===== src/rtl/fixed_point_accum_pkg.sv =====
// Shared types and helpers for the fixed-point complex accumulator family.
package fixed_point_accum_pkg;

  typedef enum logic {
    ACCUM = 1'b0,
    DONE  = 1'b1
  } accum_state_e;

  // Batch counter width; sized for values 0..len so the terminal compare never overflows.
  function automatic int count_w(input int len);
    return $clog2(len + 1);
  endfunction

endpackage


===== src/rtl/fixed_point_comb_complex_adder.sv =====
// Combinational n-bit wrapping complex adder (also used by the butterfly stage).
module fixed_point_comb_complex_adder #(
  parameter int DATA_W = 32
) (
  input  logic signed [DATA_W-1:0] a_r,
  input  logic signed [DATA_W-1:0] a_c,
  input  logic signed [DATA_W-1:0] b_r,
  input  logic signed [DATA_W-1:0] b_c,
  output logic signed [DATA_W-1:0] s_r,
  output logic signed [DATA_W-1:0] s_c
);

  // Same-width two's-complement add: carry out is dropped, giving modulo 2^n wrap.
  assign s_r = a_r + b_r;
  assign s_c = a_c + b_c;

endmodule


===== src/rtl/fixed_point_complex_accumulator.sv =====
// Streaming complex accumulator: sums LEN complex products, then offers the sum
// as a single val/rdy transaction before starting the next batch.
module fixed_point_complex_accumulator
  import fixed_point_accum_pkg::*;
#(
  parameter int DATA_W = 32,
  parameter int FRAC_W = 16,
  parameter int LEN    = 8
) (
  input  logic                     clk,
  input  logic                     reset,
  input  logic                     recv_val,
  output logic                     recv_rdy,
  input  logic signed [DATA_W-1:0] in_r,
  input  logic signed [DATA_W-1:0] in_c,
  output logic                     send_val,
  input  logic                     send_rdy,
  output logic signed [DATA_W-1:0] out_r,
  output logic signed [DATA_W-1:0] out_c
);

  localparam int CNT_W = count_w(LEN);
  localparam logic [CNT_W-1:0] LAST_CNT = CNT_W'(LEN - 1);

  accum_state_e state, state_nxt;

  logic signed [DATA_W-1:0] acc_r, acc_c;
  logic signed [DATA_W-1:0] sum_r, sum_c;
  logic [CNT_W-1:0]         count;
  logic                     recv_hs;
  logic                     last_in;

  fixed_point_comb_complex_adder #(
    .DATA_W(DATA_W)
  ) u_adder (
    .a_r(acc_r),
    .a_c(acc_c),
    .b_r(in_r),
    .b_c(in_c),
    .s_r(sum_r),
    .s_c(sum_c)
  );

  // Handshake flags depend only on registered state, never on send_rdy.
  assign recv_rdy = (state == ACCUM);
  assign send_val = (state == DONE);
  assign recv_hs  = recv_val && recv_rdy;
  assign last_in  = (count == LAST_CNT);

  assign out_r = acc_r;
  assign out_c = acc_c;

  always_ff @(posedge clk) begin
    if (reset) begin
      state <= ACCUM;
    end else begin
      state <= state_nxt;
    end
  end

  always_comb begin
    state_nxt = state;
    case (state)
      ACCUM:   if (recv_hs && last_in) state_nxt = DONE;
      DONE:    if (send_rdy)           state_nxt = ACCUM;
      default:                         state_nxt = ACCUM;
    endcase
  end

  // The accumulator also serves as the output holding register throughout DONE.
  always_ff @(posedge clk) begin
    if (reset) begin
      acc_r <= '0;
      acc_c <= '0;
      count <= '0;
    end else if (state == ACCUM) begin
      if (recv_hs) begin
        acc_r <= sum_r;
        acc_c <= sum_c;
        count <= last_in ? '0 : count + CNT_W'(1);
      end
    end else if (send_rdy) begin
      acc_r <= '0;
      acc_c <= '0;
    end
  end

endmodule


===== config.mk =====
export PLATFORM = sky130hd
export DESIGN_NAME = fixed_point_complex_accumulator
export DESIGN_NICKNAME = d
export VERILOG_FILES = /design/src/rtl/fixed_point_accum_pkg.sv /design/src/rtl/fixed_point_comb_complex_adder.sv /design/src/rtl/fixed_point_complex_accumulator.sv
export SDC_FILE = /design/constraint.sdc
export NUM_CORES = 1
export LEC_CHECK = 0
export ABC_AREA = 1
export BUFFER_PORTS_ARGS = -buffer_cell sky130_fd_sc_hd__buf_2
export CAP_MARGIN = 20
export CELL_PAD_IN_SITES_DETAIL_PLACEMENT = 2
export CELL_PAD_IN_SITES_GLOBAL_PLACEMENT = 2
export CORE_MARGIN = 4
export CORE_UTILIZATION = 30
export DETAILED_ROUTE_END_ITERATION = 8
export PLACE_DENSITY_LB_ADDON = 0.1
export RECOVER_POWER = 100
export SETUP_SLACK_MARGIN = 0.5
export SYNTH_ARGS = -nofsm -noshare
export SYNTH_HDL_FRONTEND = slang
export SYNTH_SLANG_ARGS = --single-unit

===== constraint.sdc =====
create_clock -name clk -period 3.1 [get_ports clk]
set_input_delay 0.465 -clock clk [delete_from_list [all_inputs] [get_ports clk]]
set_output_delay 0.465 -clock clk [all_outputs]
set_load 0.005 [all_outputs]

# ---- Word level (Yosys, flattened, before mapping)
# Cells that the tools add are included.
# Widths: inputs -> output; s select.
dict set report classes {
  n_bitwise 1
  muxes 9
  n_reduce_logical 5
  addsub 3
  eq_ne 2
}
# cell n
set op_table {}
lappend op_table {{$mux 32} 5}
lappend op_table {{$add 32x32->32} 2}
lappend op_table {{$add 4x1->4 const B} 1}
lappend op_table {{$eq 4x3->1 const B} 1}
lappend op_table {{$mux 4} 1}
lappend op_table {{$reduce_and 2->1} 2}
lappend op_table {{$logic_and 1x1->1} 2}
lappend op_table {{$mux 1} 2}
lappend op_table {{$ne 2x2->1 const B} 1}
lappend op_table {{$pmux 1 s2} 1}
lappend op_table {{$reduce_bool 2->1} 1}
lappend op_table {{$not 1->1} 1}
dict set report word_totals {
  register_bits 69
  out_inout_bits 66
  wordCells 24
  in_bits 68
}

# ---- Depth between registers and ports, before layout
# Gate-level depths: netlist of the first run.
dict set report logic_depth {
  ltp_word 5
  ltp_mapped 13
  mapped_depth_nobuf 13
}

# ---- Modules after synthesis
# Synthesis of the first run repeated with hierarchy kept, for this count alone.
dict set report unflattened {
  cells_unflattened 1293
  area_unflattened_um2 7230.7
}
# mod cells_per_inst seq_area_each_um2 area_each_um2 n_inst
set modules_own_cells {}
lappend modules_own_cells {fixed_point_comb_complex_adder 982 0.0 4730.8 1}
lappend modules_own_cells {fixed_point_complex_accumulator 311 1381.3 2499.9 1}

# ---- Least setup slack after synthesis of the first run
# Ideal clock, no wire load.
dict set report synth_path {
  path_kind {input -> register}
  startpoint {input in_r[0]}
  endpoint {register acc_r[28] (netlist: out_r[28])}
  arrival_time_ns 1.747
  setup_ns 0.132
  path_stages 13
  required_time_ns 2.968
  path_slack_ns 1.221
  path_buffers 0
  path_cell_list {ha_1 -> inv_1 -> fa_1 -> inv_1 -> nand3_1 -> nand3_1 -> nand3_1 -> nand3_1 -> nand2_1 -> nand2_1 -> nand2_1 -> nand3_1 -> a21oi_1}
}
dict set report synth_between {
  elab_chain_len 3
}
# item line
set synth_lines {}
lappend synth_lines {{from (decl)} fixed_point_complex_accumulator.sv:14} ;# input logic signed [DATA_W-1:0] in_r,
lappend synth_lines {{$add 32x32->32} fixed_point_comb_complex_adder.sv:14} ;# assign s_r = a_r + b_r;
lappend synth_lines {{$mux 32} fixed_point_complex_accumulator.sv:77} ;# if (recv_hs) begin
lappend synth_lines {{$mux 32} fixed_point_complex_accumulator.sv:76} ;# end else if (state == ACCUM) begin
lappend synth_lines {{to (signal assigned)} fixed_point_complex_accumulator.sv:78} ;# acc_r <= sum_r;
lappend synth_lines {{to (decl)} fixed_point_complex_accumulator.sv:27} ;# logic signed [DATA_W-1:0] acc_r, acc_c;
# Every way passes these cells. The select of a mux whose other input is x is not followed.
# A chain may end at the register's enable or synchronous reset.

# ---- Worst setup path after layout of the first run
dict set report layout_path {
  startpoint {register acc_r[0] (netlist: out_r[0])}
  endpoint {register acc_r[24] (netlist: out_r[24])}
}
dict set report layout_between {
  elab_chain_len 3
}
# item line
set layout_lines {}
lappend layout_lines {{$add 32x32->32} fixed_point_comb_complex_adder.sv:14}
lappend layout_lines {{$mux 32} fixed_point_complex_accumulator.sv:77}
lappend layout_lines {{$mux 32} fixed_point_complex_accumulator.sv:76}
# Every way passes these cells. The select of a mux whose other input is x is not followed.

==> results of run 1 <==
==> layout make-up <==
cell class / count / area, sq um
repair buffers: 140 / 677
fillers: 3096 / 14500
clock buffers: 12 / 246
multi-input cells: 956 / 4620
clock inverters: 4 / 95.1
flip-flops and latches: 69 / 1380
inverters: 254 / 953
well taps: 313 / 392
==> worst max-delay path, cell delays in order (launching register included) <==
cell	delay [ps]
dfxtp_1	350
ha_1	200
inv_1	60
fa_1	360
inv_1	150
nand3_1	90
nand3_1	160
nand2_1	70
nand2_1	210
nand2_1	140
nand3_1	160
nand2_1	120
nand3_1	90
a21oi_1	60
==> cells by family (layout without fill, tap and decap cells) <==
family          after synthesis  after routing  synth area share
simple gates                732            732             0.420
buf+inv                     273            410             0.147
compound gates              155            155             0.115
flops                        69             69             0.196
fa+ha+maj                    65             65             0.118
xor+xnor                      4              4           0.00497
==> power by group through the flow <==
stage	Clock, mW	Combinational [mW]	Sequential, mW
after floorplan	0	1.01	1.08
after global placement	0	1.53	1.09
after detailed placement	0	1.59	1.09
after CTS	1.31	1.61	1.08
after global routing	1.35	1.80	1.09
final	1.29	1.57	1.08
==> cell usage after synthesis, drive strengths merged <==
| library cell | count | area share |
|---|---|---|
| nand3b | 12 | 0.013 |
| a21o | 4 | 0.0043 |
| nand3 | 84 | 0.060 |
| nand2 | 518 | 0.28 |
| or2 | 8 | 0.0071 |
| xor2 | 4 | 0.0050 |
| fa | 2 | 0.0057 |
| buf | 12 | 0.0078 |
| and2 | 4 | 0.0035 |
| dfxtp | 69 | 0.20 |
| o21bai | 4 | 0.0043 |
| nand4 | 5 | 0.0044 |
| nor3 | 9 | 0.0064 |
| nor3b | 1 | 0.0011 |
| o21ai | 24 | 0.017 |
| o22ai | 2 | 0.0018 |
| ha | 63 | 0.11 |
| inv | 254 | 0.14 |
| a21oi | 121 | 0.088 |
| nor2 | 91 | 0.049 |
| clkbuf | 7 | 0.0037 |
==> metal layers <==
metal	track usage	wire length (um)
met3	0.0248	882
met5	0	0
met1	0.317	14900
met2	0.396	13800
met4	0.0326	159
==> registers in the layout (all words and copies together) (netlist names) <==
signal,flops
out_c,32
out_r,32
send_val,1
count,4
==> worst paths after layout <==
kind,endpoint,startpoint,slack (ps)
max reg2reg,out_r[24],out_r[0],730
max,out_r[24],out_r[0],730
min,send_val,send_rdy,430
min reg2reg,out_r[5],out_r[5],490
==> stage by stage <==
stage / setup slack, ps / total power [mW] / cell area [sq um] / std cells / util
floorplan: 1220 / 2.09 / 7050 / 1298 / -
detailed placement: 551 / 2.68 / 8100 / 1732 / 0.355
global placement: 569 / 2.62 / 8100 / 1732 / 0.355
CTS: 735 / 4.00 / 8440 / 1748 / 0.370
finish: 728 / 3.93 / 8360 / 1748 / 0.366
global route: 509 / 4.24 / 8360 / 1748 / 0.366
==> impl_metrics.ini, run 1 <==
[clocking]
htree_num_levels = 3
clkTransAtPathRegs_ps = 60
numCtsBuffers = 9
insertion_delay_ps = 350
hold_buffers = 0
cts_tree = done
clock_path_buffers = 2
clock_sinks = 69
postCtsSetupRepairBufs = 0
postCtsResizedCells = 0
cts_root_buffer = clkbuf_16

[timing]
fin_skew_ps = 9.04
fmax_mhz = 422
drv_slew = 26
hold_violations = 0
maxSlewHeadroom = -0.0130
rsz0062_at_grt = false
tightest_slew_ps = 1520
finalSetupViolCount = 0
layout_min_cycle_time_ps = 2370
tns_ps = 0
fin_hold_ws_ps = 432
fin_crit_sh = 0.765

[die]
die-area_sq_um = 26000
die_x_um = 161
ios = 134
die_h_um = 161
rows = 55
coreArea_sq_um = 22800
initial_core_util = 0.309

[setup_path]
startpoint_type = register
reg2reg_depth = 13
critPathKind = register to register
crit_required_ps = 3300
worstPathArrival_ps = 2570
cp-end-kind = register
path_max_fanout = 5

[synthesis]
ys_seq_area_frac = 0.196
synth_nets = 1431
syn-cell-area_sq_um = 7050
synth_area_per_cell_sq_um = 5.43
synth.distinct_cells = 26
syn_inst = 1298
yosys_warnings = 0
synth_seq_cells = 69

[power_and_ir_drop]
irDropWorstVdd_mv = 0.230
pwr-share-comb = 0.399
intPower_mw = 2.33
power_density_nw_per_um2 = 470
p_sw_frac = 0.409
switchingPower_mw = 1.61
leakage_nw = 4.81
sequentialPowerShare = 0.273
clkPwrFrac = 0.328

[cells_and_area]
layout_common_cells = 518 x nand2_1, 254 x inv_1, 121 x a21oi_1, 98 x buf_2, 91 x nor2_1
area_growth_pct = 18.6
drive_gt1_frac = 0.0871
diodes = 0
nets = 1563
layout_commonest_cell = nand2_1

[global_route]
overflow = 0
grt_max_degree = 46
grt_pass1_wl_um = 48400
grtUsageTotal = 0.229
grt_pass1_vias = 9188
antenna_found_initial = 0

[route]
vias_per_cell = 4.84
vias = 8453
avgRoutedWirePerCell_um = 17.0
drc = 0
ant_nets = 0
routed_wl_um = 29700
firstDrtPassIters = 4
drt_iter0_drc = 313

[run_status]
violations = capacitance limit, slew limit
outcome = finished, violations left

[job]
drv_cap = 1

[place]
dp.final_hpwl_um = 24300
globalplace.congestion = 0.858
portBuffers = 133

[worst_hold_path]
hold_class = input pin to register
hold_depth = 3
Note: power is estimated with default switching activity, not from simulation.
==> run 2: changes to the inputs <==
--- a/config.mk
+++ b/config.mk
@@ -11,7 +11,7 @@
 export CELL_PAD_IN_SITES_DETAIL_PLACEMENT = 2
 export CELL_PAD_IN_SITES_GLOBAL_PLACEMENT = 2
 export CORE_MARGIN = 4
-export CORE_UTILIZATION = 30
+export CORE_UTILIZATION = 28
 export DETAILED_ROUTE_END_ITERATION = 8
 export PLACE_DENSITY_LB_ADDON = 0.1
 export RECOVER_POWER = 100
==> constraint.sdc (replaced) <==
create_clock -name clk -period 2.2 [get_ports clk]
set_input_delay 0.33 -clock clk [delete_from_list [all_inputs] [get_ports clk]]
set_output_delay 0.33 -clock clk [all_outputs]
set_load 0.005 [all_outputs]
==> impl_metrics.ini, run 2 (synthesis results as in run 1) <==
[run_status]
outcome = complete, no violations

[timing]
fmax_mhz = 474
hold_violations = 0
finalSetupViolCount = 0
fin_crit_sh = 0.959
fin_skew_ps = 7.19
layout_min_cycle_time_ps = 2110
rsz0062_at_grt = true
tightest_slew_ps = 843
drv_slew = 0
maxSlewHeadroom = 0.438

[route]
vias = 9841
routed_wl_um = 48100
drt_iter0_drc = 489
vias_per_cell = 5.34
firstDrtPassIters = 5
avgRoutedWirePerCell_um = 26.1
drc = 0
ant_nets = 0

[global_route]
grt_pass1_vias = 10200
overflow = 0
grt_pass1_wl_um = 56000
antenna_found_initial = 0
grtUsageTotal = 0.248
grt_max_degree = 46

[die]
die_h_um = 167
ios = 134
die-area_sq_um = 27800
die_x_um = 167
initial_core_util = 0.287
rows = 57
coreArea_sq_um = 24500

[clocking]
htree_num_levels = 3
clkTransAtPathRegs_ps = 70
insertion_delay_ps = 360
clock_path_buffers = 2
cts_tree = done
numCtsBuffers = 9
cts_root_buffer = clkbuf_16
clock_sinks = 69

[setup_path]
worstPathArrival_ps = 2410
startpoint_type = register
cp_slowest_cell = dfxtp_1
max_stage_delay_ps = 400
cp-end-kind = register
worst-path-buf-inv = 1
crit_required_ps = 2500
critPathKind = register to register
path_max_fanout = 4
crit_family = simple AND/OR/NAND/NOR gates
cp_cell_sequence = ha_4, buf_6, nand2_4, nor2_4, nand2_1, nor2_1, nand2_2, nand4_1, nand3_2, a21oi_2

[cells_and_area]
nets = 1647
diodes = 0
nFillCells = 2909
layout_common_cells = 340 x nand2_1, 229 x inv_1, 127 x buf_2, 121 x nand2_2, 69 x dfxtp_1
drive_gt1_frac = 0.434
area_growth_pct = 64.6
layout_commonest_cell = nand2_1
final_cell_area_sq_um = 11600

[power_and_ir_drop]
irDropWorstVdd_mv = 0.329
finalPower_mw = 7.58
leakage_nw = 5.95
power_density_nw_per_um2 = 653

[worst_hold_path]
hold_class = input pin to register

[place]
globalplace.congestion = 0.842
dp.final_hpwl_um = 24600
portBuffers = 133
placed_area_sq_um = 8420

[job]
drv_cap = 0
[run 2: stage by stage]
stage	util	hold slack (ps)	instances	TNS, ps	setup slack [ps]
6_report	0.473	371	1843	0	89.2
4_1_cts	0.429	330	1814	0	372
5_1_grt	0.473	379	1843	-21.5	-21.5
3_5_place_dp	0.343	475	1776	-7.66	-7.66
2_1_floorplan	-	460	1298	0	504
3_3_place_gp	0.343	458	1776	0	21.1
[run 2: routing by layer]
layer,wire (um),up-vias,global-route usage
met5,0,-,0
met4,1780,0,0.0523
met3,2010,117,0.0228
met2,24200,325,0.431
met1,20200,4970,0.335
li1,-,4429,-
[run 2: cell type report]
class                           count  area (sq um)  share of cell area
Clock buffer                        9           225              0.0194
Clock inverter                      7           138              0.0119
Inverter                          254           966              0.0832
Multi-Input combinational cell    956          7020               0.605
Sequential cell                    69          1380               0.119
Tap cell                          324           405              0.0349
Timing Repair Buffer              224          1470               0.126
[run 2: what timing repair did]
action / 4_1_cts / 5_1_grt
hold buffers: 0 / 0
pin swaps: 88 / 115
resized for setup: 377 / 279
gates cloned: 0 / 1
endpoints found under the setup margin: 50 / 63
buffers inserted: 22 / 28
[run 2: power by group]
group | internal, mW | switching, mW | total, mW
registers | 1.39 | 0.193 | 1.58
clock network | 1.22 | 0.767 | 1.99
logic | 1.53 | 2.48 | 4.01
total | 4.14 | 3.44 | 7.58
[run 2: path summary, 6_finish.rpt]
path	from	endpoint	slack [ps]	cells past startpoint
worst max register to register	out_r[20]	out_r[24]	90	10
worst min register to register	out_r[27]	out_r[27]	510	2
worst min-delay path	reset	out_c[9]	370	2
worst max-delay path	out_r[20]	out_r[24]	90	10
==> run 3: changes to the inputs <==
--- a/config.mk
+++ b/config.mk
@@ -13,6 +13,7 @@
 export CORE_MARGIN = 4
 export CORE_UTILIZATION = 28
 export DETAILED_ROUTE_END_ITERATION = 8
+export MAX_ROUTING_LAYER = met4
 export PLACE_DENSITY_LB_ADDON = 0.1
 export RECOVER_POWER = 100
 export SETUP_SLACK_MARGIN = 0.5
==> impl_metrics.ini, run 3 (synthesis results as in run 1) <==
[run_status]
outcome = complete, no violations

[timing]
rsz0062_at_grt = true
layout_min_cycle_time_ps = 2180
tns_ps = 0
drv_slew = 0
hold_violations = 0
fin_crit_sh = 0.991
tightest_slew_ps = 571
maxSlewHeadroom = 0.618
fin_skew_ps = 10.9
finalSetupViolCount = 0
fmax_mhz = 459

[clocking]
hold_buffers = 0
cts_tree = done
clock_path_buffers = 2
insertion_delay_ps = 370
cts_root_buffer = clkbuf_16
htree_num_levels = 3
clock_sinks = 69
numCtsBuffers = 9
clkTransAtPathRegs_ps = 70

[setup_path]
cp_cell_sequence = ha_4, nand2_2, nor2_1, nand3_4, nand3_4, nand2_2, nand2_1, nand2_1, nand3_1, a21oi_1
critPathKind = register to register
max_stage_delay_ps = 480
reg2reg_depth = 10
reg2reg_slack_ps = 20
cp-end-kind = register
r2r_end = out_r[28]
path_max_fanout = 5
worstPathArrival_ps = 2430
crit_required_ps = 2450
r2r-start = out_r[4]
cp_slowest_cell = nor2_1
startpoint_type = register

[route]
avgRoutedWirePerCell_um = 25.3
routed_wl_um = 46700
drt_iter0_drc = 535
vias = 9792
drc = 0
firstDrtPassIters = 5
ant_nets = 0
vias_per_cell = 5.30

[worst_hold_path]
hp-start = reset
hold_class = input pin to register
hold_end = out_c[8]
hold_depth = 2

[cells_and_area]
drive_gt1_frac = 0.445
area_growth_pct = 65.7
regArea_sq_um = 1380
layout_commonest_cell = nand2_1
multi_input_area_sq_um = 7060
layout_common_cells = 333 x nand2_1, 225 x inv_1, 130 x nand2_2, 127 x buf_2, 70 x buf_4
stdcell_count = 1846
final_util = 0.476
nets = 1649
final_cell_area_sq_um = 11700
nFillCells = 2891

[die]
rows = 57
coreArea_sq_um = 24500
die-area_sq_um = 27800
die_h_um = 167
ios = 134
die_x_um = 167
initial_core_util = 0.287

[place]
globalplace.congestion = 0.855
placed_area_sq_um = 8420
dp_cells = 1776
portBuffers = 133
dp.final_hpwl_um = 24600

[power_and_ir_drop]
finalPower_mw = 7.55
power_density_nw_per_um2 = 647
leakage_nw = 5.94
irDropWorstVdd_mv = 0.356

[global_route]
overflow = 0
grtUsageTotal = 0.255
grt_pass1_wl_um = 56000
antenna_found_initial = 1
grt_pass1_vias = 10200
grt_max_degree = 46

[job]
drv_cap = 0
[run 3: worst max path at each step]
| stage | startpoint | to | depth (start not counted) |
|---|---|---|---|
| after global routing | out_r[4] | out_r[28] | 10 |
| after floorplan | out_r[0] | out_r[16] | 13 |
| final | out_r[4] | out_r[28] | 10 |
| after detailed placement | in_r[0] | out_r[24] | 13 |
| after CTS | out_c[0] | out_c[20] | 12 |
| after global placement | in_c[16] | out_c[25] | 11 |
[run 3: metal layers]
layer  track usage  vias up  share of wire
met4        0.0523        0          0.036
met1         0.336     4959           0.43
met3        0.0218      108          0.032
met2         0.431      271           0.50
met5             -        -              0
li1              -     4454              -
[run 3: timing repair]
action,in CTS,in global routing
gates resized for setup,377,292
setup buffers,22,30
endpoints found under the hold margin,0,0
setup endpoints to repair,50,63
cloned,0,1
pin swaps,88,120
[run 3: power by group]
part / internal, mW / total (mW) / switching, mW / leakage [nW]
Clock: 1.22 / 1.98 / 0.753 / 0.175
Combinational: 1.55 / 4.00 / 2.45 / 5.19
Sequential: 1.39 / 1.58 / 0.191 / 0.569
Total: 4.16 / 7.55 / 3.39 / 5.94
[run 3: final cells by class]
class / count / share of cell area
Antenna cell: 1 / 0.000214
Clock buffer: 9 / 0.0193
Timing Repair Buffer: 226 / 0.128
Sequential cell: 69 / 0.118
Clock inverter: 7 / 0.0118
Multi-Input combinational cell: 956 / 0.605
Inverter: 254 / 0.0829
Tap cell: 324 / 0.0347
[run 3: metrics by stage]
stage	hold WS [ps]	worst slack [ps]
4_1_cts	330	372
3_3_place_gp	458	21.1
3_5_place_dp	475	-7.66
5_1_grt	347	-28.2
6_report	346	19.2
2_1_floorplan	460	504
[run 3: worst max-delay path, delay by kind of cell, from the launching register on]
kind	cells	cell delay, ps
AOI/OAI and AO/OA	1	80
adders and majority gates	1	340
and+or+nand+nor	8	1260
DFF	1	390
